===== src/rtl/lane_deskew_merge.sv =====
// rtl/lane_deskew_merge.sv - two-lane alignment, skew absorption and 16-bit in-order re-merge
module lane_deskew_merge #(
    parameter logic [7:0] ALIGN_SYM  = 8'hBC,
    parameter int         MAX_SKEW   = 4,
    parameter int         FIFO_DEPTH = 6
) (
    input  logic        fsm_clk,
    input  logic        rst,
    input  logic        rx_lanes_on,
    input  logic [7:0]  lane_0_rx,
    input  logic        lane_0_vld,
    input  logic [7:0]  lane_1_rx,
    input  logic        lane_1_vld,
    output logic [15:0] data_out,
    output logic        data_vld,
    output logic        aligned,
    output logic        deskew_err,
    output logic [2:0]  skew,
    output logic        skew_lead
);
    localparam int PW = (FIFO_DEPTH > 1) ? $clog2(FIFO_DEPTH) : 1;
    localparam int CW = $clog2(FIFO_DEPTH + 1);
    localparam logic [2:0]    MAX_L   = 3'(MAX_SKEW);
    localparam logic [2:0]    LIMIT_L = 3'(MAX_SKEW + 1);
    localparam logic [PW-1:0] LAST_P  = PW'(FIFO_DEPTH - 1);
    localparam logic [CW-1:0] FULL_C  = CW'(FIFO_DEPTH);

    typedef enum logic [1:0] {IDLE, HUNT, WAIT_LAG, ALIGNED} state_t;

    state_t          state, state_nxt;
    logic [7:0]      rx      [2];
    logic [1:0]      vld;
    logic [1:0]      mark;
    logic [1:0]      push;
    logic [1:0]      full;
    logic            pop;
    logic            ovf;
    logic            other_mark;
    logic            flush;
    logic            err;
    logic [2:0]      lag_cnt;
    logic [2:0]      lag_now;
    logic [7:0]      mem     [2][FIFO_DEPTH];
    logic [PW-1:0]   wr_ptr  [2];
    logic [PW-1:0]   rd_ptr  [2];
    logic [CW-1:0]   cnt     [2];

    function automatic logic [PW-1:0] ptr_inc(input logic [PW-1:0] p);
        return (p == LAST_P) ? '0 : p + 1'b1;
    endfunction

    assign rx[0]   = lane_0_rx;
    assign rx[1]   = lane_1_rx;
    assign vld     = {lane_1_vld, lane_0_vld};
    assign mark[0] = lane_0_vld && (lane_0_rx == ALIGN_SYM);
    assign mark[1] = lane_1_vld && (lane_1_rx == ALIGN_SYM);
    assign full[0] = (cnt[0] == FULL_C);
    assign full[1] = (cnt[1] == FULL_C);
    assign lag_now = lag_cnt + 3'd1;
    assign other_mark = skew_lead ? mark[0] : mark[1];
    assign aligned = (state == ALIGNED);

    // Only the lane that locked first buffers while the other lane is still hunting.
    always_comb begin
        push = 2'b00;
        if (state == ALIGNED)
            push = vld;
        else if (state == WAIT_LAG)
            push = skew_lead ? {vld[1], 1'b0} : {1'b0, vld[0]};
    end

    assign pop = (state == ALIGNED) && (cnt[0] != '0) && (cnt[1] != '0);
    assign ovf = |(push & full & {2{~pop}});

    always_comb begin
        state_nxt = state;
        flush     = 1'b0;
        err       = 1'b0;
        case (state)
            IDLE:     state_nxt = HUNT;
            HUNT: begin
                if (mark[0] && mark[1])
                    state_nxt = ALIGNED;
                else if (mark[0] || mark[1])
                    state_nxt = WAIT_LAG;
            end
            WAIT_LAG: begin
                if (ovf) begin
                    err = 1'b1; flush = 1'b1; state_nxt = HUNT;
                end else if (other_mark && (lag_now <= MAX_L)) begin
                    state_nxt = ALIGNED;
                end else if (lag_now >= LIMIT_L) begin
                    err = 1'b1; flush = 1'b1; state_nxt = HUNT;
                end
            end
            ALIGNED: begin
                if (ovf) begin
                    err = 1'b1; flush = 1'b1; state_nxt = HUNT;
                end
            end
            default:  state_nxt = IDLE;
        endcase
        if (!rx_lanes_on) begin
            state_nxt = IDLE;
            flush     = 1'b1;
            err       = 1'b0;
        end
    end

    always_ff @(posedge fsm_clk) begin
        for (int i = 0; i < 2; i++)
            if (push[i] && !flush)
                mem[i][wr_ptr[i]] <= rx[i];
    end

    always_ff @(posedge fsm_clk) begin
        if (rst) begin
            state      <= IDLE;
            data_out   <= '0;
            data_vld   <= 1'b0;
            deskew_err <= 1'b0;
            skew       <= '0;
            skew_lead  <= 1'b0;
            lag_cnt    <= '0;
            for (int i = 0; i < 2; i++) begin
                wr_ptr[i] <= '0;
                rd_ptr[i] <= '0;
                cnt[i]    <= '0;
            end
        end else begin
            state      <= state_nxt;
            deskew_err <= err;
            data_vld   <= 1'b0;
            if (flush) begin
                skew      <= '0;
                skew_lead <= 1'b0;
                for (int i = 0; i < 2; i++) begin
                    wr_ptr[i] <= '0;
                    rd_ptr[i] <= '0;
                    cnt[i]    <= '0;
                end
            end else begin
                for (int i = 0; i < 2; i++) begin
                    if (push[i]) wr_ptr[i] <= ptr_inc(wr_ptr[i]);
                    if (pop)     rd_ptr[i] <= ptr_inc(rd_ptr[i]);
                    cnt[i] <= cnt[i] + CW'(push[i]) - CW'(pop);
                end
                if (pop) begin
                    data_out <= {mem[1][rd_ptr[1]], mem[0][rd_ptr[0]]};
                    data_vld <= 1'b1;
                end
                if (state == HUNT) begin
                    lag_cnt <= '0;
                    if (mark[0] && mark[1]) begin
                        skew      <= '0;
                        skew_lead <= 1'b0;
                    end else if (mark[0] || mark[1]) begin
                        skew_lead <= mark[1];
                    end
                end else if (state == WAIT_LAG) begin
                    lag_cnt <= lag_now;
                    if (state_nxt == ALIGNED)
                        skew <= lag_now;
                end
            end
        end
    end
endmodule

===== config.mk =====
export PLATFORM = sky130hd
export DESIGN_NAME = lane_deskew_merge
export DESIGN_NICKNAME = d
export VERILOG_FILES = /design/src/rtl/lane_deskew_merge.sv
export SDC_FILE = /design/constraint.sdc
export NUM_CORES = 1
export LEC_CHECK = 0
export ABC_AREA = 0
export CAP_MARGIN = 25
export CORE_MARGIN = 1
export CORE_UTILIZATION = 35
export DETAILED_ROUTE_END_ITERATION = 10
export SYNTH_ARGS = -nofsm -noshare
export SYNTH_HDL_FRONTEND = slang
export SYNTH_SLANG_ARGS = --single-unit

===== constraint.sdc =====
create_clock -name fsm_clk -period 6 [get_ports fsm_clk]
set_input_delay 1.2 -clock fsm_clk [delete_from_list [all_inputs] [get_ports fsm_clk]]
set_output_delay 1.2 -clock fsm_clk [all_outputs]
set_load 0.05 [all_outputs]

# Word level (Yosys, flattened, before mapping)
# Memories as Yosys holds them, arrays and structs flattened.
# Index checks and enable logic that the tools add are counted.
[word_totals] regBits=27 latch_bits=0 ramBits=114 mem_bits_ro=0 in_bits=21 output_inout_bits=23 elab_cells=163 n_memories=4
[op_classes] n_addsub=9 mul=0 div=0 order_cmp=8 eq_ne=13 shift=0 muxes=76 n_bitwise=21 reduce_logical=25
[mem_list] name="mem" words=2 width=48 rd=2 rd_ports_with_merged_regs=0 wr=2 line="43" source="logic [7:0] mem [2][FIFO_DEPTH];"
[mem_list] name="cnt" words=2 width=3 rd=2 rd_ports_with_merged_regs=0 wr=2 line="46" source="logic [CW-1:0] cnt [2];"
[mem_list] name="rd_ptr" words=2 width=3 rd=2 rd_ports_with_merged_regs=0 wr=2 line="45" source="logic [PW-1:0] rd_ptr [2];"
[mem_list] name="wr_ptr" words=2 width=3 rd=2 rd_ports_with_merged_regs=0 wr=2 line="44" source="logic [PW-1:0] wr_ptr [2];"
[ops] cell="48-bit two-way mux" count=2
[ops] cell="3-bit two-way mux" count=22
[ops] cell="8-bit binary-select mux with 3-bit select" count=2
[ops] cell="8-bit demux with 3-bit select" count=2
[ops] cell="8-bit two-way mux" count=6
[ops] cell="1-bit two-way mux" count=30
[ops] cell="2-bit two-way mux" count=10
[ops] cell="3-bit equality test (second input constant)" count=6
[ops] cell="8-bit equality test (second input constant)" count=2
[ops] cell="4-bit >= comparator (second input constant)" count=4
[ops] cell="3-bit NOT with 4-bit output" count=4
[ops] cell="3-bit by 1-bit adder with 3-bit output (second input constant)" count=5
[ops] cell="1-bit bitwise OR" count=12
[ops] cell="1-bit logical AND" count=10
[ops] cell="4-bit by 1-bit < comparator with 1-bit output (second input constant)" count=2
[ops] cell="2-bit case mux with 4 select lines" count=1
[ops] cell="3-bit by 1-bit adder with 3-bit output" count=2
[ops] cell="2-bit equality test (second input constant)" count=3
[ops] cell="2-bit AND reduction" count=3
[ops] cell="2-bit nonzero test" count=3
[ops] cell="3-bit nonzero test" count=2
[ops] cell="2-bit OR reduction" count=3
[ops] cell="3-bit by 1-bit subtractor with 3-bit output" count=2
[ops] cell="2-bit bitwise AND" count=2
[ops] cell="10 further kinds" count=12

# Logic depth before layout (Yosys ltp)
[logic_depth] ltp_word=14 depth_mapped=11 mapped_depth_nobuf=11

# Worst setup path after synthesis
# No wires, ideal clock.
[synth_timing] path_kind="input-to-reg" startpoint="in lane_1_rx[6]" endpoint="mem mem[0][32] (netlist bit), enable pin" setup_ns=0.383 arrival_time_ns=3.011 slack_ns=2.605 cell_stages=6 n_path_buf=0 cell_sequence="and4b_1 > nand4bb_2 > a21oi_4 > o211ai_2 > or3_1 > nor3_1"
[synth_lines] element="from (decl)" line="12" source="input logic [7:0] lane_1_rx,"
[synth_lines] element="to (decl)" line="43"

==> results.md <==
Clock tree:
- After clock tree synthesis, the clock-pin slew on the worst setup and hold paths is 0.06 ns.
- No sink is reached through more buffers than the 2 on the longest clock path.
- In this run, post-CTS hold repair placed 0 buffers.
- The number of setup buffers added after CTS is 0.
- TritonCTS built the clock tree.
- The number of CTS-inserted buffers is 17.
- The number of gates given a new drive strength after cts is 0.
- The insertion delay of the later-clocked pin in the worst-skew pair is 0.42 ns.
- The H-tree depth is 4.
- The clock sink total is 141.
- CTS placed an instance of sky130_fd_sc_hd__clkbuf_16 at the clock tree root.

Layout:
- The area growth from synthesis to final layout is 23.31%.
- The total of fill cells in the finished design is 1521.
- Once layout is complete, the cells apart from fillers number 724.
- The number of antenna diodes in the final layout is 0.
- The final layout net count is 528.
- The share of layout cells above drive strength 1 is 0.1764.

Timing:
- The sum of negative setup slack is 0 ns.
- At the pin with the least slew margin, the transition time is 0.9357 ns.
- In the finished design, the share of the clock period the worst path needs comes to 0.5896.
- Setup violations remaining at the end of the flow were counted as 0.
- The final hold violation count is 0.
- Measured against its own limit, the worst slew margin works out to 0.3762.
- The slack of the critical path is 2.462 ns.
- Clock skew on the completed layout was measured at 0.008225 ns.
- The total count of max-transition violations in the final report is 0.
- The achievable clock frequency is 0.2827 GHz.
- The post-layout minimum cycle time is 3.538 ns.
- Setup repair after global routing left no endpoint under its margin.

Die:
- Measured along the x axis, the die boundary spans 134.4 um.
- For this design the top-level I/O count stands at 44.
- The total area inside the core boundary comes to 0.01724 mm^2.
- The floorplan step defined a die boundary enclosing 0.01806 mm^2.
- The row count is 48.
- The die is 134.4 um tall.
- The initial standard-cell utilization of the core is 0.3560.

Critical path:
- Walking the worst path, the cells encountered are clkdlybuf4s50_1, and4b_1, nand4bb_2, a21oi_4, o211ai_2, or3_1, nor3_1, buf_4.
- The required time reported for the critical path endpoint is 6.12 ns.
- Among all stages on the critical path, the largest delay is contributed by sky130_fd_sc_hd__clkdlybuf4s50_1.
- The worst reg2reg path endpoint is cnt[0][5].
- On the critical path the largest part of the delay comes from simple AND/OR/NAND/NOR gates.
- The endpoint arrival time on the critical path is 3.65 ns.
- The longest individual stage delay on the worst path is 0.52 ns.
- The critical path is of the input pin to flip-flop type.
- In this run the critical register-to-register path is launched from cnt[0][2].
- The critical path contains buffers and inverters numbering 2 combined.
- The worst-case reg-to-reg path depth is 11.
- The minimum setup slack among reg-to-reg paths is 3.20 ns.
- STA classifies the critical path endpoint as a flip-flop.
- STA classifies the critical path startpoint as an input pin.
- The largest fanout on the critical path is 8.

Drt:
- The average detailed-routed wire length per instance is 17.04 um.
- For this block, the initial DRC count from the detailed router was 198.
- The post-route antenna net violation count is 0.
- The via density per instance is 4.972.
- After detailed routing, the number of remaining DRC violations is 0.
- The number of vias in the routed layout is 3600.
- Summed over all layers, the routed wires come to 12.34 mm.
- The iteration count of the initial detailed-routing pass is 4.

Hold path:
- The worst hold path passes through 2 cells.
- For hold timing, the worst endpoint is skew[2].
- The worst hold path startpoint is skew[2].
- The class of the worst hold path is flip-flop to flip-flop.

Global route:
- The highest-utilization routing layer at the global route stage is met2.
- The met1 capacity usage during global routing is 0.1961.
- The via count of the first global-routing pass is 3597.
- In the global route stage, met2 resource usage came out at 0.2369.
- The total overflow left after global routing is 0.
- The number of antenna violations at the first check in global routing is 0.
- The wire length of the first global-routing pass is 19.64 mm.
- The largest net degree at the start of global routing is 33.
- In the global route stage, overall resource usage came out at 0.1485.
- For met3 alone, demand over resource in global routing was 0.03364.

Power:
- The power density normalized to cell area is 299.1 mW/mm^2.
- The peak supply drop is 0.0002095 V.
- The leakage power figure is 2.556 nW.

Synthesis:
- The share of flip-flops with an asynchronous set or reset after synthesis is 0.
- The number of different library cells used by synthesis comes to 51.
- The dominant synthesized flop cell is sky130_fd_sc_hd__edfxtp_1.
- The Yosys step of the flow raised 0 warnings.
- The fraction of post-synthesis cell area in the top cell type by area is 0.5579.
- Counting flops and latches in the post-synthesis netlist gives 141.
- The number of flops mapped to enable cells by yosys is 114.
- For this run, the register share of the synthesized area comes to 0.6460.
- Synthesis produced a netlist whose cell count is 420.
- The library cell occupying the most area in the post-synthesis netlist is sky130_fd_sc_hd__edfxtp_1.
- In the post-synthesis netlist, the biggest area contributors are sky130_fd_sc_hd__edfxtp_1, sky130_fd_sc_hd__dfxtp_1, sky130_fd_sc_hd__mux4_2.
- The average instance area after synthesis is 14.61 um^2.
- The cell area after technology mapping is 0.006136 mm^2.

Placed design:
- The half-perimeter wire length of the detailed placement result is 8.505 mm.
- At the end of routability-driven placement, the weighted congestion stood at 0.7647.
- The worst-case setup slack after placement is 2.027 ns.
- The number of cells after detailed placement is 690.
- The number of buffer cells added on primary ports is 43.

Outcome:
- The flow ran to the end, and the final reports show no timing, DRC or antenna violations.

Flow run:
- Max-cap violations in this run came to 0.
==> cell families after synthesis <==
family | synth area share
other | 0.0006112
buffers and inverters | 0.02631
flip-flops | 0.6460
AND/OR/NAND/NOR | 0.08605
multiplexers | 0.09788
adder cells (fa/ha/maj) | 0.04527
XOR/XNOR | 0.007137
AO/OA/AOI/OAI | 0.09075
==> routing by layer <==
metal	part of all wire	wire length (um)	vias up
met1	0.45	5600	1765
met3	0.041	502	15
met5	0	0	-
met4	0.015	189	0
met2	0.49	6043	79
li1	-	-	1741
==> through the flow <==
| stage | util | area, um^2 | power [mW] | hold WS (ns) |
|---|---|---|---|---|
| after floorplan | - | 6155 | 1.140 | 0.4740 |
| after global placement | 0.3997 | 6889 | 1.174 | 0.4597 |
| after detailed placement | 0.3997 | 6889 | 1.177 | 0.4637 |
| after CTS | 0.4358 | 7511 | 2.277 | 0.4797 |
| after global routing | 0.4390 | 7566 | 2.325 | 0.4973 |
| final | 0.4390 | 7566 | 2.263 | 0.4687 |
==> worst max-delay path by stage <==
stage,start,end,slack [ns],cells past startpoint
global placement,lane_1_rx[4],rd_ptr[0][0],2.09,6
CTS,lane_1_rx[6],mem[0][32],2.46,8
detailed placement,lane_1_rx[4],mem[0][35],2.03,8
finish,lane_1_rx[6],mem[0][32],2.46,8
floorplan,lane_1_rx[6],mem[0][32],2.61,6
global route,lane_1_rx[6],data_out[14],2.27,7
==> Yosys cell counts, types with 2 or more instances <==
cell type and instances:
sky130_fd_sc_hd__mux2_2 16, sky130_fd_sc_hd__nand4_1 3, sky130_fd_sc_hd__nor2_1 40, sky130_fd_sc_hd__nor2b_1 5
sky130_fd_sc_hd__xnor2_1 5, sky130_fd_sc_hd__dfxtp_1 27, sky130_fd_sc_hd__mux2i_1 6, sky130_fd_sc_hd__a21oi_1 8
sky130_fd_sc_hd__a211oi_1 21, sky130_fd_sc_hd__nand2b_1 2, sky130_fd_sc_hd__nand2_1 20, sky130_fd_sc_hd__clkbuf_1 7
sky130_fd_sc_hd__a22oi_1 16, sky130_fd_sc_hd__mux4_2 16, sky130_fd_sc_hd__edfxtp_1 114, sky130_fd_sc_hd__nor4_1 4
sky130_fd_sc_hd__o21ai_0 6, sky130_fd_sc_hd__buf_2 6, sky130_fd_sc_hd__and4b_1 2, sky130_fd_sc_hd__and2_1 6
sky130_fd_sc_hd__inv_1 25, sky130_fd_sc_hd__o21a_1 2, sky130_fd_sc_hd__nand3_1 3, sky130_fd_sc_hd__fa_1 2
sky130_fd_sc_hd__ha_1 19, sky130_fd_sc_hd__or3_1 3, sky130_fd_sc_hd__nor3_1 12
==> flip-flops by register name, summed over array words and instances (netlist names) <==
signal	cells
mem	96
data_out	16
cnt	6
rd_ptr	6
wr_ptr	6
lag_cnt	3
skew	3
state	2
data_vld	1
deskew_err	1
skew_lead	1
==> power breakdown <==
part | switching, mW | internal (mW) | total, mW
Combinational | 0.0454 | 0.0411 | 0.0865
Clock | 0.405 | 0.699 | 1.10
Sequential | 0.0101 | 1.06 | 1.07
==> placed cells by master (no fill, tap or decap), types with 2 or more instances in the layout <==
cell type	synthesis	routed
sky130_fd_sc_hd__edfxtp_1	114	114
sky130_fd_sc_hd__clkdlybuf4s50_1	0	43
sky130_fd_sc_hd__nor2_1	40	40
sky130_fd_sc_hd__dfxtp_1	27	27
sky130_fd_sc_hd__inv_1	25	25
sky130_fd_sc_hd__a211oi_1	21	21
sky130_fd_sc_hd__nand2_1	20	20
sky130_fd_sc_hd__ha_1	19	19
sky130_fd_sc_hd__clkbuf_16	0	17
sky130_fd_sc_hd__mux4_2	16	16
sky130_fd_sc_hd__mux2_2	16	16
sky130_fd_sc_hd__a22oi_1	16	16
sky130_fd_sc_hd__nor3_1	12	12
sky130_fd_sc_hd__buf_4	1	12
sky130_fd_sc_hd__a21oi_1	8	8
sky130_fd_sc_hd__and2_1	6	6
sky130_fd_sc_hd__o21ai_0	6	6
sky130_fd_sc_hd__mux2i_1	6	6
sky130_fd_sc_hd__conb_1	1	6
sky130_fd_sc_hd__nor2b_1	5	5
sky130_fd_sc_hd__xnor2_1	5	5
sky130_fd_sc_hd__nor4_1	4	4
sky130_fd_sc_hd__bufinv_16	0	4
sky130_fd_sc_hd__or3_1	3	3
sky130_fd_sc_hd__nand4_1	3	3
sky130_fd_sc_hd__nand3_1	3	3
sky130_fd_sc_hd__inv_6	0	3
sky130_fd_sc_hd__nand2b_1	2	2
sky130_fd_sc_hd__and4b_1	2	2
sky130_fd_sc_hd__o21a_1	2	2
sky130_fd_sc_hd__fa_1	2	2
sky130_fd_sc_hd__clkinvlp_4	0	2
sky130_fd_sc_hd__clkbuf_1	7	2
sky130_fd_sc_hd__clkinv_2	0	2
sky130_fd_sc_hd__clkinv_4	0	2
sky130_fd_sc_hd__buf_16	0	2
==> cell type report <==
| class | count | area [um^2] | share of cell area |
|---|---|---|---|
| multi-input combinational | 244 | 2029 | 0.2682 |
| clock inverter | 13 | 188.9 | 0.02497 |
| sequential | 141 | 3964 | 0.5239 |
| inverter | 25 | 93.84 | 0.01240 |
| clock buffer | 19 | 432.9 | 0.05722 |
| timing repair buffer | 57 | 575.6 | 0.07607 |
| tap | 225 | 281.5 | 0.03721 |
==> worst min-delay path: cells and delay by family, from the launching register on <==
kind             cells  cell delay, ns
muxes                1            0.06
DFF                  1            0.31
and+or+nand+nor      1            0.05
No activity file was read; power rests on OpenSTA's default activity.
